===== src/rtl/my_div2.sv =====
// Registered divide-by-two for the ALU: shifts an operand right by one bit
// (logical or arithmetic) and exports the shifted-out LSB as the remainder.
module my_div2 #(
    parameter int unsigned WIDTH = 8
) (
    input  logic             clk,
    input  logic             rst,
    input  logic             in_valid,
    input  logic             arith,
    input  logic [WIDTH-1:0] op1,
    output logic [WIDTH-1:0] out,
    output logic             cout,
    output logic             out_valid
);

    logic             fill;
    logic [WIDTH-1:0] quotient;

    // Sign-extending the MSB in arithmetic mode rounds toward -inf, so -1 >> 1 stays -1.
    always_comb begin
        fill     = arith & op1[WIDTH-1];
        quotient = {fill, op1[WIDTH-1:1]};
    end

    always_ff @(posedge clk) begin
        if (rst) begin
            out       <= '0;
            cout      <= 1'b0;
            out_valid <= 1'b0;
        end else begin
            out_valid <= in_valid;
            if (in_valid) begin
                out  <= quotient;
                cout <= op1[0];
            end
        end
    end

endmodule


===== config.mk =====
export PLATFORM = sky130hd
export DESIGN_NAME = my_div2
export DESIGN_NICKNAME = d
export VERILOG_FILES = /design/src/rtl/my_div2.sv
export SDC_FILE = /design/constraint.sdc
export NUM_CORES = 1
export LEC_CHECK = 0
export CAP_MARGIN = 20
export CELL_PAD_IN_SITES_DETAIL_PLACEMENT = 0
export CELL_PAD_IN_SITES_GLOBAL_PLACEMENT = 1
export CORE_MARGIN = 5
export CORE_UTILIZATION = 23
export CTS_CLUSTER_SIZE = 30
export DETAILED_ROUTE_END_ITERATION = 16
export GPL_ROUTABILITY_DRIVEN = 0
export GPL_TIMING_DRIVEN = 0
export PLACE_DENSITY_LB_ADDON = 0.1
export SLEW_MARGIN = 20
export SYNTH_ARGS = -nofsm -noshare
export SYNTH_HDL_FRONTEND = slang
export SYNTH_SLANG_ARGS = --single-unit

===== constraint.sdc =====
create_clock -name clk -period 1 [get_ports clk]
set_clock_uncertainty 0.2 [all_clocks]
set_input_delay 0.15 -clock clk [delete_from_list [all_inputs] [get_ports clk]]
set_output_delay 0.15 -clock clk [all_outputs]
set_load 0.005 [all_outputs]

==> results.txt <==
The flow ran to the end, but the final reports show violations. The final reports fail on negative setup slack. Walking the worst path, the cells encountered are buf_6. The largest net degree at the start of global routing is 11. In this design, the largest share of critical-path delay is due to flip-flops. The critical path in this run is classified as reg -> out.

The detailed-route wire length came out at 950 um. The count of hold-fix buffers inserted at cts is 0. The number of violations reported at the end of detailed-routing iteration 0 came out at 0. The overall global routing resource usage came out at 9.222%. The total iterations of the first detailed-routing run came out at 1. Sorting the synthesized cells by area gives the leading types as dfxtp_1 57%, mux2i_1 23%, nor2_1 8.6%. For this run, the top clock speed supported by timing is 961.7 MHz.

The number of buffers on the longest clock path is 2. The number of antenna diodes in the final layout is 0. The highest metal layer carrying signal wires in the routed design is met4. The via count of the first global-routing pass is 369. The power per cell area is 1379 nW/um^2. The half-perimeter wire length of the detailed placement result is 729 um.

The power consumption is 0.0008418 W. The critical path data arrival time is 690 ps. The largest total area in the synthesized netlist belongs to dfxtp_1. The initialized floorplan defines 14 standard-cell rows. The tightest min-delay check is of the in -> reg type.

Wire segments on met3 add up to 57 um in the final route. The global-route wire length before repair came out at 1711 um. After clock tree synthesis, the clock-pin slew on the worst setup and hold paths is 60 ps. The clock reaches the later pin of the worst-skew pair after 250 ps.

The number of storage elements in the synthesis netlist is 10. After detailed routing, the average wire length per cell comes to 13.19 um. The routed via count divided by cell count came out at 4.319. The launching element type of the critical path is a flip-flop.

The fraction of synthesized cell area taken by the top area cell type came out at 57.35%. After detailed placement, the total cell area comes to 569.3 sq um. The TritonCTS sink count is 10. The region available for standard cell placement spans 1471 sq um. The sum of met2 wire segment lengths after detailed routing came out at 498 um. The setup slack at placement came out at -438.6 ps. In the final layout, the multi-input gates occupy 132.6 sq um. The buffer cell driving the clock tree root is clkbuf_4. The buffer count from post-CTS setup fixing is 0. The worst pin sits at a relative slew slack of 88.98%. The DRC violations left is 0. The ratio of cells with drive above 1 in the final layout is 46.43%. The number of violations of the max-capacitance limit came out at 0.

The maximum fanout along the worst path is 2. Setup repair after global routing could not meet its margin everywhere. The initial core utilization came out at 23.72%. Counting every instance in the synthesized netlist gives 32. The summed instance area of the synthesized netlist is 349.1 sq um. The number of vias after detailed routing came out at 311.

The final cell count without fillers came out at 72. The die extent in x came out at 48.96 um. The design area came out at 610.6 sq um.

The count of pins over their slew limit is 0. The total number of yosys warnings came out at 0. The setup total negative slack came out at -310.5 ps. In this run the static leakage power is 0.2819 nW. TritonCTS built the clock tree.

In this run the remaining antenna-violating nets after routing total 0. The final count of hold timing violations came out at 0. The critical path's largest stage delay came out at 330 ps. The netlist uses 9 different library cells. The total nets after synthesis is 44. The endpoint class of the critical path is an output port. The maximum vdd drop is 0.6201 mV.

The floorplan step set the die height to 48.96 um. The CTS buffer count is 3. STA puts the critical path data required time at 650 ps.

The sum of overflow across all layers after global routing is 0. The number of port buffers is 20. The met1 routed wirelength after detailed routing came out at 367 um. The area of the die is 2397 sq um. Pin placement for this block handled 22 I/O pins. The sequential standard cell area came out at 212.7 sq um. The register area share after synthesis is 57.35%. The slowest stage of the critical path belongs to the cell dfxtp_2. The layout filler cell count came out at 150. The final critical path takes up 104.0% of the cycle.

The CTS H-tree depth is 1. The final layout contains 70 nets. The final worst setup slack is -39.86 ps. The relative area change from synthesis to final layout came out at 74.91%. The actual transition at the worst max-transition pin came out at 160.7 ps. The number of antenna violations at the first check in global routing was 0. The number of buffer and inverter stages on the critical path is 1. The mean area per synthesized cell came out at 10.91 sq um. After detailed placement, the design holds a cell count of 68. The final number of setup-violating endpoints is 10. Subtracting the final worst setup slack from the clock period gives 1040 ps.
==> synthesized netlist by cell type <==
master	instances
nor2b_1	1
dfxtp_1	10
mux2i_1	8
nor2_1	8
clkbuf_2	1
a21oi_1	1
nand2b_1	1
buf_6	1
nand3_1	1
==> registers in the layout, summed over array words and instances (netlist names) <==
name / count
cout: 1
out: 8
out_valid: 1
==> kinds of logic after synthesis <==
group	count (synthesis)	synth area share (%)
AND/OR/NAND/NOR	11	13.62
flip-flops	10	57.35
multiplexers	8	22.94
buffers and inverters	2	4.658
AO/OA/AOI/OAI	1	1.432
==> cell type report <==
type / count / share of cell area (%)
Multi-Input combinational cell: 20 / 21.72
Timing Repair Buffer: 21 / 33.81
Tap cell: 16 / 3.279
Sequential cell: 10 / 34.84
Clock buffer: 3 / 3.689
Buffer: 2 / 2.664
==> metrics by stage <==
stage | util [%] | hold slack, ps
after floorplan | - | 97.20
after global placement | 38.69 | 254.6
after detailed placement | 38.69 | 270.4
after CTS | 40.14 | 12.98
after global routing | 41.50 | 21.72
final | 41.50 | 2.243
==> power by group <==
part	leakage (nW)	internal, W	switching, W
Sequential	0.0861	0.000426	0.0000136
Combinational	0.182	0.0000949	0.0000467
Clock	0.0138	0.000138	0.000123
==> path summary, 6_finish.rpt <==
kind | from | endpoint | slack [ps] | cells past startpoint
hold reg to reg | out[7] | out[7] | 280 | 2
setup reg to reg | out[6] | out[6] | 150 | 2
hold / removal | rst | out[4] | 2 | 2
setup / recovery | out[4] | out[4] | -40 | 1
==> routing by layer <==
metal	vias up	global-route usage (%)
li1	155	-
met1	141	8.303
met2	13	16.52
met3	2	3.976
met4	0	5.830
met5	-	0
==> timing repair <==
action | in CTS | in global routing
gates resized for setup | 56 | 4
gates cloned | 1 | 0
setup endpoints to repair | 19 | 10
==> placed cells by master, fill, tap and decap left out <==
| cell type | count |
|---|---|
| nor2_1 | 8 |
| mux2i_1 | 8 |
| nor2b_1 | 1 |
| buf_6 | 9 |
| clkbuf_4 | 3 |
| clkbuf_2 | 1 |
| dfxtp_2 | 10 |
| a21oi_1 | 1 |
| buf_4 | 1 |
| buf_2 | 2 |
| dlygate4sd2_1 | 1 |
| nand3_1 | 1 |
| nand2b_1 | 1 |
| clkdlybuf4s50_1 | 9 |
(Power assumes the default switching activity.)
